`config.mk`:
```
export PLATFORM = sky130hd
export DESIGN_NAME = mem_arbiter_flat
export DESIGN_NICKNAME = d
export VERILOG_FILES = /design/src/rtl/mem_arbiter_pkg.sv /design/src/rtl/mem_arbiter_if.sv /design/src/rtl/mem_arbiter_rd_tag_pipe.sv /design/src/rtl/mem_arbiter.sv /design/src/flat_wrapper.sv
export SDC_FILE = /design/constraint.sdc
export NUM_CORES = 1
export LEC_CHECK = 0
export BUFFER_PORTS_ARGS = -buffer_cell sky130_fd_sc_hd__buf_2
export CORE_AREA = 3 3 112 114
export CTS_BUF_LIST = sky130_fd_sc_hd__clkbuf_8 sky130_fd_sc_hd__clkbuf_16
export DETAILED_ROUTE_END_ITERATION = 8
export DIE_AREA = 0 0 115 117
export PLACE_DENSITY = 0.58
export SYNTH_ARGS = -nofsm -noshare
export SYNTH_HDL_FRONTEND = slang
export SYNTH_HIERARCHICAL = 1
export SYNTH_SLANG_ARGS = --single-unit
```
`constraint.sdc`:
```
create_clock -name clk -period 2.3 [get_ports clk]
set_input_delay 0.23 -clock clk [delete_from_list [all_inputs] [get_ports clk]]
set_output_delay 0.23 -clock clk [all_outputs]
set_load 0.01 [all_outputs]
```
`src/rtl/mem_arbiter_pkg.sv`:
```
// Shared types and constants for the BRAM arbiter: owner ids, bus widths and
// the winner select used by the grant logic.
package mem_arbiter_pkg;

    localparam int ADDR_W = 19;
    localparam int DATA_W = 32;

    typedef logic [1:0] own_t;

    localparam own_t OWN_NONE = 2'd0;
    localparam own_t OWN_IF   = 2'd1;
    localparam own_t OWN_EX   = 2'd2;
    localparam own_t OWN_LD   = 2'd3;

    typedef enum logic [1:0] {
        SEL_NONE = 2'd0,
        SEL_LD   = 2'd1,
        SEL_EX   = 2'd2,
        SEL_IF   = 2'd3
    } sel_e;

endpackage

```
`src/rtl/mem_arbiter_if.sv`:
```
// Requester-side bus of the BRAM arbiter: loader, exec and fetch handshakes.
// master = the requesting units, slave = the arbiter.
interface mem_arbiter_if;
    import mem_arbiter_pkg::*;

    logic              ld_req;
    logic [ADDR_W-1:0] ld_addr;
    logic [DATA_W-1:0] ld_wdata;
    logic              ld_gnt;

    logic              ex_req;
    logic [ADDR_W-1:0] ex_addr;
    logic [DATA_W-1:0] ex_wdata;
    logic [3:0]        ex_wea;
    logic              ex_gnt;
    logic              ex_rvalid;
    logic [DATA_W-1:0] ex_rdata;

    logic              if_req;
    logic [ADDR_W-1:0] if_addr;
    logic              if_gnt;
    logic              if_rvalid;
    logic [DATA_W-1:0] if_rdata;

    modport master (
        output ld_req, ld_addr, ld_wdata,
        output ex_req, ex_addr, ex_wdata, ex_wea,
        output if_req, if_addr,
        input  ld_gnt, ex_gnt, ex_rvalid, ex_rdata,
        input  if_gnt, if_rvalid, if_rdata
    );

    modport slave (
        input  ld_req, ld_addr, ld_wdata,
        input  ex_req, ex_addr, ex_wdata, ex_wea,
        input  if_req, if_addr,
        output ld_gnt, ex_gnt, ex_rvalid, ex_rdata,
        output if_gnt, if_rvalid, if_rdata
    );

endinterface

```
`src/rtl/mem_arbiter_rd_tag_pipe.sv`:
```
// Shift register of read owner ids that tracks reads through the BRAM latency;
// the tag leaving the head decides which requester gets the rvalid pulse.
module rd_tag_pipe
    import mem_arbiter_pkg::*;
#(
    parameter int RD_LAT = 2
) (
    input  logic clk,
    input  logic rstn,
    input  own_t push_tag,
    output logic if_rvalid,
    output logic ex_rvalid,
    output logic any_busy
);

    own_t [RD_LAT-1:0] tag_q;
    own_t [RD_LAT-1:0] tag_d;
    own_t              head_s;

    // Next-state: new tag enters stage 0, older tags move one stage along
    always_comb begin
        tag_d    = tag_q;
        tag_d[0] = push_tag;
        for (int i = 1; i < RD_LAT; i++) begin
            tag_d[i] = tag_q[i-1];
        end
    end

    // Tag pipeline register; reset drops every read still in flight
    always_ff @(posedge clk) begin
        if (!rstn) begin
            tag_q <= '0;
        end else begin
            tag_q <= tag_d;
        end
    end

    // Head decode and in-flight detection
    always_comb begin
        head_s    = tag_q[RD_LAT-1];
        if_rvalid = (head_s == OWN_IF);
        ex_rvalid = (head_s == OWN_EX);
        any_busy  = 1'b0;
        for (int i = 0; i < RD_LAT; i++) begin
            if (tag_q[i] != OWN_NONE) begin
                any_busy = 1'b1;
            end else begin
                any_busy = any_busy;
            end
        end
    end

endmodule

```
`src/rtl/mem_arbiter.sv`:
```
// Single-port BRAM arbiter for loader, exec and fetch: one access per cycle,
// priority ld > ex > if with a fetch starvation guard, tagged read returns.
module mem_arbiter
    import mem_arbiter_pkg::*;
#(
    parameter int RD_LAT   = 2,
    parameter int MAX_WAIT = 4
) (
    input  logic              clk,
    input  logic              rstn,
    mem_arbiter_if.slave      req_if,
    output logic [ADDR_W-1:0] mem_addr,
    output logic [DATA_W-1:0] mem_wdata,
    output logic [3:0]        mem_wea,
    output logic              mem_enable,
    input  logic [DATA_W-1:0] mem_rdata,
    output logic              busy
);

    localparam int WAIT_W = $clog2(MAX_WAIT + 1);
    localparam logic [WAIT_W-1:0] WAIT_MAX = WAIT_W'(MAX_WAIT);

    logic [WAIT_W-1:0] wait_cnt_q;
    logic [WAIT_W-1:0] wait_cnt_d;
    sel_e              sel_s;
    own_t              push_tag_s;
    logic              tags_busy_s;
    logic              if_rvalid_s;
    logic              ex_rvalid_s;

    // Winner selection; a saturated wait counter lets fetch jump ahead of exec
    always_comb begin
        sel_s = SEL_NONE;
        if (!rstn) begin
            sel_s = SEL_NONE;
        end else if (req_if.ld_req) begin
            sel_s = SEL_LD;
        end else if (req_if.if_req && (wait_cnt_q == WAIT_MAX)) begin
            sel_s = SEL_IF;
        end else if (req_if.ex_req) begin
            sel_s = SEL_EX;
        end else if (req_if.if_req) begin
            sel_s = SEL_IF;
        end else begin
            sel_s = SEL_NONE;
        end
    end

    // BRAM drive, grant pulses and read-owner tag for the selected winner
    always_comb begin
        mem_addr   = {ADDR_W{1'b0}};
        mem_wdata  = {DATA_W{1'b0}};
        mem_wea    = 4'b0000;
        push_tag_s = OWN_NONE;
        case (sel_s)
            SEL_LD: begin
                mem_addr  = req_if.ld_addr;
                mem_wdata = req_if.ld_wdata;
                mem_wea   = 4'b1111;
            end
            SEL_EX: begin
                mem_addr  = req_if.ex_addr;
                mem_wdata = req_if.ex_wdata;
                mem_wea   = req_if.ex_wea;
                if (req_if.ex_wea == 4'b0000) begin
                    push_tag_s = OWN_EX;
                end else begin
                    push_tag_s = OWN_NONE;
                end
            end
            SEL_IF: begin
                mem_addr   = req_if.if_addr;
                push_tag_s = OWN_IF;
            end
            default: begin
                mem_addr   = {ADDR_W{1'b0}};
                push_tag_s = OWN_NONE;
            end
        endcase
    end

    // Fetch wait counter next state: saturating count of denied fetch cycles
    always_comb begin
        wait_cnt_d = wait_cnt_q;
        if (req_if.if_req && (sel_s != SEL_IF)) begin
            if (wait_cnt_q < WAIT_MAX) begin
                wait_cnt_d = wait_cnt_q + {{(WAIT_W-1){1'b0}}, 1'b1};
            end else begin
                wait_cnt_d = wait_cnt_q;
            end
        end else begin
            wait_cnt_d = {WAIT_W{1'b0}};
        end
    end

    // Fetch wait counter register
    always_ff @(posedge clk) begin
        if (!rstn) begin
            wait_cnt_q <= {WAIT_W{1'b0}};
        end else begin
            wait_cnt_q <= wait_cnt_d;
        end
    end

    rd_tag_pipe #(
        .RD_LAT (RD_LAT)
    ) u_rd_tag_pipe (
        .clk       (clk),
        .rstn      (rstn),
        .push_tag  (push_tag_s),
        .if_rvalid (if_rvalid_s),
        .ex_rvalid (ex_rvalid_s),
        .any_busy  (tags_busy_s)
    );

    assign req_if.ld_gnt    = (sel_s == SEL_LD);
    assign req_if.ex_gnt    = (sel_s == SEL_EX);
    assign req_if.if_gnt    = (sel_s == SEL_IF);
    assign req_if.if_rvalid = if_rvalid_s;
    assign req_if.ex_rvalid = ex_rvalid_s;
    assign req_if.if_rdata  = mem_rdata;
    assign req_if.ex_rdata  = mem_rdata;
    assign mem_enable       = 1'b1;
    assign busy = req_if.ld_req | req_if.ex_req | req_if.if_req | tags_busy_s;

endmodule

```
`src/flat_wrapper.sv`:
```
// flat-port wrapper written by rule: the top's interface ports become plain ports
module mem_arbiter_flat import mem_arbiter_pkg::*;
#(
    parameter int RD_LAT   = 2,
    parameter int MAX_WAIT = 4
)
  (clk, rstn, mem_addr, mem_wdata, mem_wea, mem_enable, mem_rdata, busy, req_if_ld_req, req_if_ld_addr, req_if_ld_wdata, req_if_ex_req, req_if_ex_addr, req_if_ex_wdata, req_if_ex_wea, req_if_if_req, req_if_if_addr, req_if_ld_gnt, req_if_ex_gnt, req_if_ex_rvalid, req_if_ex_rdata, req_if_if_gnt, req_if_if_rvalid, req_if_if_rdata);
  mem_arbiter_if req_if_i ();
  input  logic clk;
  input  logic rstn;
  output logic [ADDR_W-1:0] mem_addr;
  output logic [DATA_W-1:0] mem_wdata;
  output logic [3:0] mem_wea;
  output logic mem_enable;
  input  logic [DATA_W-1:0] mem_rdata;
  output logic busy;
  input wire logic [$bits(req_if_i.ld_req)-1:0] req_if_ld_req;
  input wire logic [$bits(req_if_i.ld_addr)-1:0] req_if_ld_addr;
  input wire logic [$bits(req_if_i.ld_wdata)-1:0] req_if_ld_wdata;
  input wire logic [$bits(req_if_i.ex_req)-1:0] req_if_ex_req;
  input wire logic [$bits(req_if_i.ex_addr)-1:0] req_if_ex_addr;
  input wire logic [$bits(req_if_i.ex_wdata)-1:0] req_if_ex_wdata;
  input wire logic [$bits(req_if_i.ex_wea)-1:0] req_if_ex_wea;
  input wire logic [$bits(req_if_i.if_req)-1:0] req_if_if_req;
  input wire logic [$bits(req_if_i.if_addr)-1:0] req_if_if_addr;
  output wire logic [$bits(req_if_i.ld_gnt)-1:0] req_if_ld_gnt;
  output wire logic [$bits(req_if_i.ex_gnt)-1:0] req_if_ex_gnt;
  output wire logic [$bits(req_if_i.ex_rvalid)-1:0] req_if_ex_rvalid;
  output wire logic [$bits(req_if_i.ex_rdata)-1:0] req_if_ex_rdata;
  output wire logic [$bits(req_if_i.if_gnt)-1:0] req_if_if_gnt;
  output wire logic [$bits(req_if_i.if_rvalid)-1:0] req_if_if_rvalid;
  output wire logic [$bits(req_if_i.if_rdata)-1:0] req_if_if_rdata;
  assign req_if_i.ld_req = req_if_ld_req;
  assign req_if_i.ld_addr = req_if_ld_addr;
  assign req_if_i.ld_wdata = req_if_ld_wdata;
  assign req_if_i.ex_req = req_if_ex_req;
  assign req_if_i.ex_addr = req_if_ex_addr;
  assign req_if_i.ex_wdata = req_if_ex_wdata;
  assign req_if_i.ex_wea = req_if_ex_wea;
  assign req_if_i.if_req = req_if_if_req;
  assign req_if_i.if_addr = req_if_if_addr;
  assign req_if_ld_gnt = req_if_i.ld_gnt;
  assign req_if_ex_gnt = req_if_i.ex_gnt;
  assign req_if_ex_rvalid = req_if_i.ex_rvalid;
  assign req_if_ex_rdata = req_if_i.ex_rdata;
  assign req_if_if_gnt = req_if_i.if_gnt;
  assign req_if_if_rvalid = req_if_i.if_rvalid;
  assign req_if_if_rdata = req_if_i.if_rdata;
  mem_arbiter #(.RD_LAT(RD_LAT), .MAX_WAIT(MAX_WAIT)) u_core (.clk(clk), .rstn(rstn), .req_if(req_if_i), .mem_addr(mem_addr), .mem_wdata(mem_wdata), .mem_wea(mem_wea), .mem_enable(mem_enable), .mem_rdata(mem_rdata), .busy(busy));
endmodule
```
## Word level (Yosys, flattened, before mapping)

Cells that the tools add are included.

- Add/sub/neg operators: 1
- Order comparisons: 1
- Bitwise gates (word level): 3
- Equal/unequal tests: 7
- Reductions and logical operators: 6
- Multiplexer cells: 12

Operators by type and width:

| operator | number |
|---|---|
| 32-bit case mux with 2 select lines | 1 |
| 19-bit case mux with 3 select lines | 1 |
| 2-bit 2-to-1 mux | 6 |
| 4-bit case mux with 2 select lines | 1 |
| 2-bit == test, second input constant | 3 |
| 2-bit by 1-bit == test with 1-bit output, second input constant | 2 |
| 4-bit zero test | 1 |
| 2-bit case mux with 2 select lines | 1 |
| 2-bit nonzero test | 2 |
| 3-bit by 1-bit adder with 3-bit output, second input constant | 1 |
| 3-bit == test, second input constant | 1 |
| 3-bit less-than comparator, second input constant | 1 |
| 1-bit bitwise OR | 3 |
| 1-bit logical AND | 2 |
| 1-bit 2-to-1 mux | 2 |
| 2-bit != test, second input constant | 1 |
| 2-bit AND reduction | 1 |

- Register bits: 7
- Logic and storage cells: 33
- Bits of input ports: 162
- Output and inout bits: 126

## Logic depth before layout (Yosys ltp)

Gate-level depths: netlist of run 1.

- Depth in word-level cells: 8
- Gate-level depth with buffers: 9
- Mapped depth without buffers: 7

## Cells and area by module

The synthesis of run 1 kept the hierarchy.

Modules (own cells, without submodules):

| module | cells each | area each (µm²) | sequential area each (µm²) | instances |
|---|---|---|---|---|
| mem_arbiter | 226 | 1,619.1 | 60.1 | 1 |
| rd_tag_pipe | 11 | 127.6 | 80.1 | 1 |

## Worst setup path after synthesis of run 1

Ideal clock, no wire load.

- Path kind: register -> output
- Start point: reg u_core.wait_cnt_q[0]
- End point: out mem_addr[0]
- Data arrival time: 1,885 ps
- Cell stages (with the launch flop): 10
- Setup slack: 185 ps
- Required time: 2,070 ps
- Path buffers: 2
- Cell sequence: dfxtp_1 > inv_1 > ha_1 > a21boi_0 > o21ai_0 > ha_1 > buf_6 > buf_6 > a222oi_1 > nor2_1

- Word-level cells in the longest chain between the ends: 7
- Elaborated cells on any way between the ends: 9
- Those cells by class: eq/ne: 4; mux: 4; reduce/logical: 1

Ends and longest elaborated chain:

| what | RTL line | source |
|---|---|---|
| from (decl) | mem_arbiter.sv:23 | `logic [WAIT_W-1:0] wait_cnt_q;` |
| from (signal assigned) | mem_arbiter.sv:99 | `wait_cnt_q <= {WAIT_W{1'b0}};` |
| from (signal assigned) | mem_arbiter.sv:101 | `wait_cnt_q <= wait_cnt_d;` |
| 3-bit == test | mem_arbiter.sv:38 | `end else if (req_if.if_req && (wait_cnt_q == WAIT_MAX)) begin` |
| 1-bit logical AND | mem_arbiter.sv:38 |  |
| 2-bit 2-to-1 mux | mem_arbiter.sv:38 |  |
| 2-bit 2-to-1 mux | mem_arbiter.sv:36 | `end else if (req_if.ld_req) begin` |
| 2-bit 2-to-1 mux | mem_arbiter.sv:34 | `if (!rstn) begin` |
| 2-bit by 1-bit == test with 1-bit output | n/a |  |
| net req_if_ld_gnt | flat_wrapper.sv:26 | `output wire logic [$bits(req_if_i.ld_gnt)-1:0] req_if_ld_gnt;` |
| 19-bit case mux with 3 select lines | mem_arbiter.sv:55 | `case (sel_s)` |
| to (decl) | flat_wrapper.sv:11 | `output logic [ADDR_W-1:0] mem_addr;` |

The timed path passes the listed nets, and every way through them passes these cells.

## Worst setup path in the final report of run 1

- Start point: reg u_core.wait_cnt_q[1]
- End point: out mem_addr[5]

- Word-level cells in the longest chain between the ends: 7
- Elaborated cells on any way between the ends: 9
- Those cells by class: eq/ne: 4; mux: 4; reduce/logical: 1

Ends and longest elaborated chain:

| what | RTL line |
|---|---|
| 3-bit == test (*) | mem_arbiter.sv:38 |
| 1-bit logical AND (*) | mem_arbiter.sv:38 |
| 2-bit 2-to-1 mux (*) | mem_arbiter.sv:38 |
| 2-bit 2-to-1 mux (*) | mem_arbiter.sv:36 |
| 2-bit 2-to-1 mux (*) | mem_arbiter.sv:34 |
| 2-bit == test / 2-bit by 1-bit == test with 1-bit output (equally long branches) | mem_arbiter.sv:55 |
| 19-bit case mux with 3 select lines (*) | mem_arbiter.sv:55 |

Every way passes the cells marked *; elsewhere a longest branch is shown, timed or not.

==> summary.md, run 1 <==
| Metric | Value |
|---|---|
| Status | finished, final reports clean |
| WL per Instance | 16.8 µm |
| RSZ-0062 raised after global routing | yes |
| Metal2 WL | 4.21 mm |
| Logic pwr share | 0.532 |
| Routed wire length | 8.46 mm |
| Min Tclk post-route | 2.19 ns |
| Row cnt | 39 |
| Placed Area | 2380 µm² |
| Pre-CTS WS | -0.00686 ns |
| Flops & latches, synth | 7 |
| Top cells by area, synth | buf_4, a22oi_1, nor2b_1 |
| Largest net degree at the start of global routing | 37 |
| Top_reg_cell synth | dfxtp_1 |
| Syn_nets | 407 |
| Sequential area share after synthesis | 0.0802 |
| Top cell type's share of synthesized area | 0.279 |
| Clock sinks | 7 |
| Fill count | 1275 |
| Mapped Area | 1750 µm² |
| Max Cap Viol | 0 |
| Syn avg cell area | 7.37 µm² |
| Most numerous cell in the Yosys netlist | buf_4 |
| Worst min path class | primary input to register |
| CTS tree | yes |
| Num CTS Buffers | 3 |
| Post-route ant nets | 0 |
| Worst path required time | 2.07 ns |
| Async SR Flop Fraction | 0 |
| Net Sw Frac | 0.336 |
| Nets | 530 |
| First-pass GRT wire length | 11.2 mm |
| Clock tree buffer depth | 2 |
| Clock H-tree levels | 1 |
| DP HPWL | 7.00 mm |
| Worst VDD drop | 0.241 mV |
| Starting DRC count in detailed routing | 129 |
| Antenna diodes | 0 |
| Initial Util | 0.152 |
| Multi-input logic area | 1090 µm² |
| Setup violators final | 0 |
| DIE WIDTH | 115 µm |
| DIE HEIGHT | 117 µm |
| Hold buffer count at CTS | 0 |
| Global Route Usage Sum | 0.108 |
| Num ports | 288 |
| Number of antenna violations at the first check in global routing | 1 |
| Sequential share of power | 0.141 |
| DR WL met3 | 906 µm |
| NetSw | 0.301 mW |
| Final Cycle Share | 0.953 |
| CP Max Fanout | 12 |
| Final Slew Violations | 0 |
| Placeable Area | 11500 µm² |
| Via count | 2215 |
| Register area | 143 µm² |
| Crit Path Class | register to output pin |
| Most frequent cells after synthesis | buf_4, nor2b_1, a22oi_1 |
| Remaining global-route overflow | 0 |
| Pint | 0.596 mW |
| Routability cong. | 0.689 |
| Post-synth EDFFs | 0 |
| Post-synth cell types | 27 |
| Top Layer Used | met4 |
| Power Density | 344 nW/µm² |
| Crit path arrival time | 1.96 ns |
| Worst skew pair latency | 0.23 ns |
| # DRC | 0 |
| Synthesized instance count | 237 |
| Wl on met1 | 3.21 mm |
| CTS clk-pin slew, worst paths | 0.04 ns |
| Vias in the first global route | 2029 |
| CP endpoint kind | output pin |
| Leak | 1.34 nW |
| Worst setup SP type | register |
| Port Buffers | 190 |
| Crit path setup slack, layout | 0.109 ns |
| Leading area contributor after synthesis | buf_4 |
| Die area | 13500 µm² |
| Final hold vios | 0 |
| CTS Root Cell | clkbuf_16 |
| Clock skew | 0.00136 ns |
| Clock share of power | 0.327 |
| Final cell area excluding filler cells | 2610 µm² |
| Vias per inst | 4.41 |
| DRT Pass-1 Iters | 5 |
| Ys Warns | 6 |
| FMAX | 0.456 GHz |
| Area delta synth->final | 49.2% |
| Layout cell share with drive strength beyond 1 | 0.610 |
-- sequential cells by signal (all words and copies together) (netlist names) --
| signal | cells |
|---|---|
| u_core/u_rd_tag_pipe/head_s | 2 |
| u_core/wait_cnt_q | 3 |
| u_core/u_rd_tag_pipe/tag_d | 2 |
-- final timing paths --
path,slack (ns),end,cells past startpoint,start
worst min-delay path,0.31,u_core/u_rd_tag_pipe/tag_d[2],2,rstn
worst max-delay path,0.11,mem_addr[5],9,u_core/wait_cnt_q[1]
worst min register to register,0.46,u_core/u_rd_tag_pipe/head_s[0],1,u_core/u_rd_tag_pipe/tag_d[2]
worst max register to register,0.69,u_core/u_rd_tag_pipe/tag_d[3],8,u_core/wait_cnt_q[1]
-- repair_timing --
| action | 4_1_cts | 5_1_grt |
|---|---|---|
| buffers inserted | 0 | 4 |
| setup endpoints to repair | 56 | 55 |
| pin swaps | 1 | 9 |
| gates cloned | 0 | 1 |
| gates resized for setup | 10 | 16 |
-- worst max-delay path, cell delays in order (launching register included) --
cell and delay, ns:
dfxtp_2 0.32, inv_2 0.06, ha_4 0.14, a21boi_4 0.06, o21a_4 0.25, ha_4 0.19
buf_6 0.15, a222oi_1 0.33, nor2_1 0.07, buf_2 0.14
-- power by group through the flow --
stage | Clock [mW] | Combinational (mW) | Sequential [mW]
after floorplan | 0 | 0.336 | 0.128
after global placement | 0 | 0.435 | 0.128
after detailed placement | 0 | 0.442 | 0.128
after CTS | 0.299 | 0.453 | 0.127
after global routing | 0.309 | 0.525 | 0.127
final | 0.293 | 0.477 | 0.127
-- cell usage in the layout, fill, tap and decap left out, types with 3 or more instances in the layout --
master     synthesis  final
buf_2             10    189
nor2b_1           37     37
a22oi_1           32     32
nor2_1            25     25
a222oi_1          19     19
buf_4             65      5
and2_1             5      5
dfxtp_1            7      5
clkbuf_16          0      4
buf_12             0      4
a21oi_1            4      4
ha_4               0      4
nand2_1            3      3
ha_1               8      3
-- through the flow --
| step | utilization | hold WS [ns] | total power, mW | instances | TNS (ns) |
|---|---|---|---|---|---|
| floorplan | - | 0.352 | 0.464 | 237 | 0 |
| global route | 0.226 | 0.326 | 0.961 | 502 | -0.0716 |
| global placement | 0.206 | 0.440 | 0.563 | 494 | 0 |
| CTS | 0.216 | 0.307 | 0.879 | 498 | 0 |
| detailed placement | 0.206 | 0.451 | 0.570 | 494 | -0.0105 |
| finish | 0.226 | 0.308 | 0.897 | 502 | 0 |
-- area by class of cell --
class / instances / share of cell area
timing repair buffer: 201 / 0.426
multi-input combinational: 145 / 0.417
tap: 143 / 0.0687
sequential: 7 / 0.0547
clock buffer: 3 / 0.0288
inverter: 2 / 0.00288
clock inverter: 1 / 0.00144
-- cell families (layout without fill, tap and decap cells) --
logic type,after synthesis,after routing,share of synthesized area
compound gates,58,58,0.269
xor+xnor,1,1,0.00502
fa+ha+maj,8,8,0.0573
buf+inv,85,207,0.343
flops,7,7,0.0802
mux,1,1,0.00573
other cells,1,1,0.00215
simple gates,76,76,0.237
-- per-layer routing --
metal / global-route usage / vias to the layer above
met5: 0 / -
li1: - / 1026
met4: 0.0266 / 0
met2: 0.192 / 178
met3: 0.0293 / 19
met1: 0.128 / 992
No activity file was read; power rests on OpenSTA's default activity.
==> run 2, diff against run 1 <==
--- a/config.mk
+++ b/config.mk
@@ -6,11 +6,13 @@
 export NUM_CORES = 1
 export LEC_CHECK = 0
 export BUFFER_PORTS_ARGS = -buffer_cell sky130_fd_sc_hd__buf_2
+export CELL_PAD_IN_SITES_DETAIL_PLACEMENT = 0
+export CELL_PAD_IN_SITES_GLOBAL_PLACEMENT = 1
 export CORE_AREA = 3 3 112 114
 export CTS_BUF_LIST = sky130_fd_sc_hd__clkbuf_8 sky130_fd_sc_hd__clkbuf_16
 export DETAILED_ROUTE_END_ITERATION = 8
 export DIE_AREA = 0 0 115 117
-export PLACE_DENSITY = 0.58
+export PLACE_DENSITY = 0.86
 export SYNTH_ARGS = -nofsm -noshare
 export SYNTH_HDL_FRONTEND = slang
 export SYNTH_HIERARCHICAL = 1
==> summary.md, run 2 (synthesis gave the netlist of run 1 again) <==
| Metric | Value |
|---|---|
| WL per Instance | 16.6 µm (-1.4%) |
| Status | finished, final reports clean |
| Clock H-tree levels | 1 (unchanged) |
| Worst VDD drop | 0.148 mV (-39%) |
| # DRC | 0 (unchanged) |
| Crit path arrival time | 1.99 ns (+0.03 ns) |
| Final Cycle Share | 0.967 (+0.0145) |
| Routability cong. | 0.732 (+6.3%) |
| DIE WIDTH | 115 µm (unchanged) |
| Setup violators final | 0 (unchanged) |
| Routed wire length | 8.54 mm (+0.93%) |
| CP endpoint kind | output pin |
| Vias in the first global route | 2144 (+5.7%) |
| Placed cells | 500 (+1.2%) |
| Die area | 13500 µm² (unchanged) |
| CTS Root Cell | clkbuf_16 |
| Leak | 1.42 nW (+5.8%) |
| Num CTS Buffers | 3 (unchanged) |
| Fill count | 1300 (+2.0%) |
| First-pass GRT wire length | 11.0 mm (-1.9%) |
| CTS clk-pin slew, worst paths | 0.04 ns (about the same) |
| Largest stage delay on the critical path | 0.34 ns (about the same) |
| Final hold vios | 0 (unchanged) |
| Max Cap Viol | 0 (unchanged) |
| Net Sw Frac | 0.330 (-0.00585) |
| Clock tree buffer depth | 2 (unchanged) |
| Worst skew pair latency | 0.23 ns (about the same) |
| DIE HEIGHT | 117 µm (unchanged) |
| DP HPWL | 6.99 mm (about the same) |
| Logic pwr share | 0.557 (+0.025) |
| Initial Util | 0.152 (unchanged) |
| Via count | 2264 (+2.2%) |
| Max reg flops | 3 (unchanged) |
| GR Util met1 | 0.109 (-0.0191) |
| Post-route ant nets | 0 (unchanged) |
| Nets | 541 (+2.1%) |
| CP Max Fanout | 13 (+1) |
| Met2 Resource Use GR | 0.192 (unchanged) |
| Clock share of power | 0.308 (-0.019) |
| Worst path slowest cell | dfxtp_2 |
| FMAX | 0.449 GHz (-1.5%) |
| Layout cell share with drive strength beyond 1 | 0.624 (+0.0143) |
| Met3 GRT Util | 0.0468 (+0.0175) |
| CP cell instances | inv_2 > ha_4 > a21boi_4 > o21a_2 > buf_4 > ha_4 > buf_12 > a22oi_1 > nor2b_1 > buf_2 |
| Number of antenna violations at the first check in global routing | 1 (unchanged) |
| Final std cells w/o fill | 514 (+2.4%) |
| NetSw | 0.309 mW (+2.8%) |
| Port Buffers | 190 (unchanged) |
| Vias per inst | 4.40 (-0.17%) |
| Hold buffer count at CTS | 0 (unchanged) |
| Largest net degree at the start of global routing | 28 (-24%) |
| Placeable Area | 11500 µm² (unchanged) |
| Pre-CTS WS | 0.0716 ns (+0.0784 ns) |
| CTS tree | yes |
| Area delta synth->final | 58.4% |
| Row cnt | 39 (unchanged) |
| Global Route Usage Sum | 0.106 (-0.00116) |
| DRT Pass-1 Iters | 6 (+1) |
| CP dominant cell by count | ha_4 |
| Power Density | 339 nW/µm² (-1.4%) |
| Worst setup SP type | register |
| Worst min path class | primary input to register |
| Num ports | 288 (unchanged) |
| Remaining global-route overflow | 0 (unchanged) |
| GR peak layer | met2 |
| Biggest register | u_core/wait_cnt_q |
| Clock sinks | 7 (unchanged) |
| Crit path setup slack, layout | 0.0751 ns (-0.0334 ns) |
| Most frequent cells in the layout | buf_2, nor2b_1, a22oi_1 |
| Starting DRC count in detailed routing | 138 (+7.0%) |
| Clock skew | 0.00100 ns (-0.000358 ns) |
| Crit Path Class | register to output pin |
| Commonest non-fill, non-tap cell in the layout | buf_2 |
| Worst path required time | 2.07 ns (about the same) |
| Min Tclk post-route | 2.22 ns (+0.0334 ns) |
| Pint | 0.629 mW (+5.5%) |
| Setup TNS | 0 ns (unchanged) |
| Final Slew Violations | 0 (unchanged) |
| RSZ-0062 raised after global routing | yes |
| Sequential share of power | 0.135 (-0.006) |
==> run 2: cell count changes in the layout (fill, tap and decap cells not counted), moves of 2 or more <==
cell / delta
buf_4: +8
buf_2: -2
clkbuf_16: +2
nor2b_1: -2
nor2b_2: +2
==> run 2: what timing repair did <==
item                                    CTS  global route
pin swaps                                 2            10
gates resized for setup                   8            21
endpoints found under the setup margin   55            53
setup buffers                             0             6
cloned                                    0             3
==> run 2: worst paths after layout <==
kind                                 startpoint                        endpoint  slack [ns]  cells past startpoint
hold reg to reg   u_core/u_rd_tag_pipe/tag_d[2]  u_core/u_rd_tag_pipe/head_s[0]        0.45                      1
setup / recovery           u_core/wait_cnt_q[0]                    mem_wdata[6]        0.08                     10
setup reg to reg           u_core/wait_cnt_q[0]   u_core/u_rd_tag_pipe/tag_d[3]        0.79                      8
hold / removal                             rstn  u_core/u_rd_tag_pipe/head_s[0]        0.31                      2
==> run 2: cell type report <==
class / count / area (µm²) / share of cell area
diodes: 1 / 2.50 / 0.000905
repair buffers: 212 / 1260 / 0.455
clock buffers: 3 / 75.1 / 0.0271
flip-flops and latches: 7 / 143 / 0.0516
multi-input cells: 145 / 1100 / 0.397
well taps: 143 / 179 / 0.0647
clock inverters: 1 / 3.75 / 0.00136
inverters: 2 / 7.51 / 0.00271
==> run 2: stage by stage <==
stage                     power [mW]  hold WS, ns  utilization  area, µm²
after floorplan                0.464        0.352            -       1750
after global placement         0.596        0.447        0.213       2450
after detailed placement       0.596        0.451        0.213       2450
after CTS                      0.896        0.307        0.221       2550
after global routing            1.01        0.334        0.240       2760
final                          0.938        0.312        0.240       2770
==> run 2: metal layers <==
metal	up-vias	wire, µm	part of all wire
li1	1050	-	-
met1	1016	2980	0.35
met2	173	4300	0.50
met3	23	1060	0.12
met4	2	184	0.022
met5	-	13	0.0015
==> run 2: power groups by stage <==
stage	combinational (mW)	clock, mW	sequential (mW)
after floorplan	0.336	0	0.128
after global placement	0.467	0	0.128
after detailed placement	0.468	0	0.128
after CTS	0.475	0.295	0.127
after global routing	0.571	0.307	0.127
final	0.522	0.289	0.127
==> run 2: critical path: cells and delay by family, from the launching register on <==
kind                     cells  cell delay (ns)
AO/OA/AOI/OAI                3             0.44
buffers and inverters        4             0.48
adder cells (fa/ha/maj)      2             0.33
AND/OR/NAND/NOR              1             0.16
flip-flops                   1             0.34
==> run 3, diff against run 2 <==
--- a/config.mk
+++ b/config.mk
@@ -5,14 +5,15 @@
 export SDC_FILE = /design/constraint.sdc
 export NUM_CORES = 1
 export LEC_CHECK = 0
-export BUFFER_PORTS_ARGS = -buffer_cell sky130_fd_sc_hd__buf_2
 export CELL_PAD_IN_SITES_DETAIL_PLACEMENT = 0
 export CELL_PAD_IN_SITES_GLOBAL_PLACEMENT = 1
 export CORE_AREA = 3 3 112 114
 export CTS_BUF_LIST = sky130_fd_sc_hd__clkbuf_8 sky130_fd_sc_hd__clkbuf_16
+export CTS_CLUSTER_SIZE = 28
 export DETAILED_ROUTE_END_ITERATION = 8
 export DIE_AREA = 0 0 115 117
-export PLACE_DENSITY = 0.86
+export DONT_BUFFER_PORTS = 1
+export PLACE_DENSITY = 0.49
 export SYNTH_ARGS = -nofsm -noshare
 export SYNTH_HDL_FRONTEND = slang
 export SYNTH_HIERARCHICAL = 1
==> summary.md, run 3 (synthesis gave the netlist of run 1 again) <==
| Metric | Value |
|---|---|
| Status | finished, final reports clean |
| Via count | 1557 (-31%) |
| CTS Root Cell | clkbuf_16 |
| Crit path setup slack, layout | 0.0244 ns (-0.0508 ns) |
| Starting DRC count in detailed routing | 118 (-14%) |
| Setup violators final | 0 (unchanged) |
| Number of antenna violations at the first check in global routing | 1 (unchanged) |
| WL per Instance | 24.2 µm (+46%) |
| Initial Util | 0.152 (unchanged) |
| Final Slew Violations | 0 (unchanged) |
| Commonest non-fill, non-tap cell in the layout | a22oi_1 |
| Pre-CTS WS | -0.00842 ns (-0.0800 ns) |
| RSZ-0062 raised after global routing | yes |
| Global Route Usage Sum | 0.0922 (-0.0142) |
| Crit path arrival time | 2.05 ns (+0.06 ns) |
| First-pass GRT wire length | 8.88 mm (-20%) |
| CP Launch Point | u_core/wait_cnt_q[0] |
| Min Tclk post-route | 2.28 ns (+0.0508 ns) |
| # DRC | 0 (unchanged) |
| R2r setup slk | 0.77 ns (-0.02 ns) |
| Clock tree buffer depth | 2 (unchanged) |
| Clock sinks | 7 (unchanged) |
| Num CTS Buffers | 3 (unchanged) |
| Worst skew pair latency | 0.23 ns (about the same) |
| DIE WIDTH | 115 µm (unchanged) |
| DIE HEIGHT | 117 µm (unchanged) |
| Final Cycle Share | 0.989 (+0.0221) |
| CP Max Fanout | 5 (-8) |
| Vias in the first global route | 1351 (-37%) |
| FMAX | 0.439 GHz (-2.2%) |
| Port Buffers | 0 (-100%) |
| CTS clk-pin slew, worst paths | 0.04 ns (about the same) |
| Remaining global-route overflow | 0 (unchanged) |
| Die area | 13500 µm² (unchanged) |
| Clock skew | 0.000441 ns (-0.000562 ns) |
| Row cnt | 39 (unchanged) |
| R2r startpoint | u_core/wait_cnt_q[0] |
| Setup crit end | mem_addr[15] |
| Routability cong. | 0.656 (-10%) |
| Area delta synth->final | 1.72% |
| DRT Pass-1 Iters | 4 (-2) |
| Setup TNS | 0 ns (unchanged) |
| Worst R2R End | u_core/u_rd_tag_pipe/tag_d[3] |
| Hold buffer count at CTS | 0 (unchanged) |
| Worst R2R Path Depth | 8 (unchanged) |
| Power Density | 423 nW/µm² (+25%) |
| Max Cap Viol | 0 (unchanged) |
| Most frequent cells in the layout | a22oi_1, nor2b_1, nor2_1 |
| Layout cell share with drive strength beyond 1 | 0.284 (-0.340) |
| CTS tree | yes |
| Max reg flops | 3 (unchanged) |
| Placeable Area | 11500 µm² (unchanged) |
| Largest net degree at the start of global routing | 41 (+46%) |
| Vias per inst | 4.76 (+8.1%) |
| Worst path required time | 2.07 ns (about the same) |
| Worst min path class | primary input to register |
| Post-route ant nets | 0 (unchanged) |
| Num ports | 288 (unchanged) |
| Biggest register | u_core/wait_cnt_q |
| Final hold vios | 0 (unchanged) |
| Worst setup SP type | register |
| CP endpoint kind | output pin |
| Routed wire length | 7.91 mm (-7.4%) |
| Tot Pwr | 0.751 mW (-20%) |
| Crit Path Class | register to output pin |
| Final cell area excluding filler cells | 1780 µm² (-36%) |
| Placed Area | 1510 µm² (-38%) |
| Clock H-tree levels | 1 (unchanged) |
| Worst VDD drop | 0.196 mV (+32%) |
| Leak | 0.595 nW (-58%) |
| DP HPWL | 6.28 mm (-10%) |
| Nets | 354 (-35%) |
==> run 3: worst min path at each step <==
stage          startpoint                              to  slack (ns)  depth (start not counted)
4_1_cts              rstn   u_core/u_rd_tag_pipe/tag_d[2]        0.12                          1
5_1_grt              rstn   u_core/u_rd_tag_pipe/tag_d[2]        0.12                          1
2_1_floorplan        rstn  u_core/u_rd_tag_pipe/head_s[0]        0.35                          1
3_3_place_gp         rstn  u_core/u_rd_tag_pipe/head_s[1]        0.35                          1
3_5_place_dp         rstn   u_core/u_rd_tag_pipe/tag_d[2]        0.36                          1
6_report             rstn   u_core/u_rd_tag_pipe/tag_d[2]        0.12                          1
==> run 3: repair_timing <==
| item | 4_1_cts | 5_1_grt |
|---|---|---|
| gates cloned | 1 | 1 |
| endpoints found under the setup margin | 54 | 45 |
| pin swaps | 8 | 7 |
| gates resized for setup | 13 | 16 |
| buffers inserted | 6 | 0 |
==> run 3: layer usage <==
layer	up-vias	global-route usage	share of wire
li1	676	-	-
met1	705	0.0993	0.33
met2	139	0.169	0.51
met3	35	0.0252	0.11
met4	2	0.0407	0.033
met5	-	0	0.0021
==> run 3: layout make-up <==
type / count / area (µm²)
Fill cell: 1308 / 9740
Clock inverter: 1 / 3.75
Inverter: 2 / 7.51
Sequential cell: 7 / 143
Timing Repair Buffer: 25 / 273
Clock buffer: 3 / 75.1
Antenna cell: 1 / 2.50
Multi-Input combinational cell: 145 / 1090
Tap cell: 143 / 179
==> run 3: metrics by stage <==
step | hold slack, ns | cells | util
global placement | 0.354 | 315 | 0.131
detailed placement | 0.356 | 315 | 0.131
global route | 0.118 | 326 | 0.154
floorplan | 0.352 | 237 | -
finish | 0.123 | 327 | 0.154
CTS | 0.120 | 326 | 0.148
==> run 3: power by group <==
part / switching (mW) / internal [mW] / leakage, nW
registers: 0.00159 / 0.125 / 0.0575
clock network: 0.0642 / 0.226 / 0.0423
logic: 0.184 / 0.150 / 0.495
total: 0.250 / 0.501 / 0.595
==> run 3: critical path, cell delays in order, from the launching register on <==
cell and delay, ns:
dfxtp_2 0.31, inv_2 0.06, ha_4 0.13, a21boi_2 0.05
o21a_2 0.25, ha_4 0.18, bufbuf_16 0.26, a222oi_1 0.31
nor2_1 0.10, buf_4 0.15
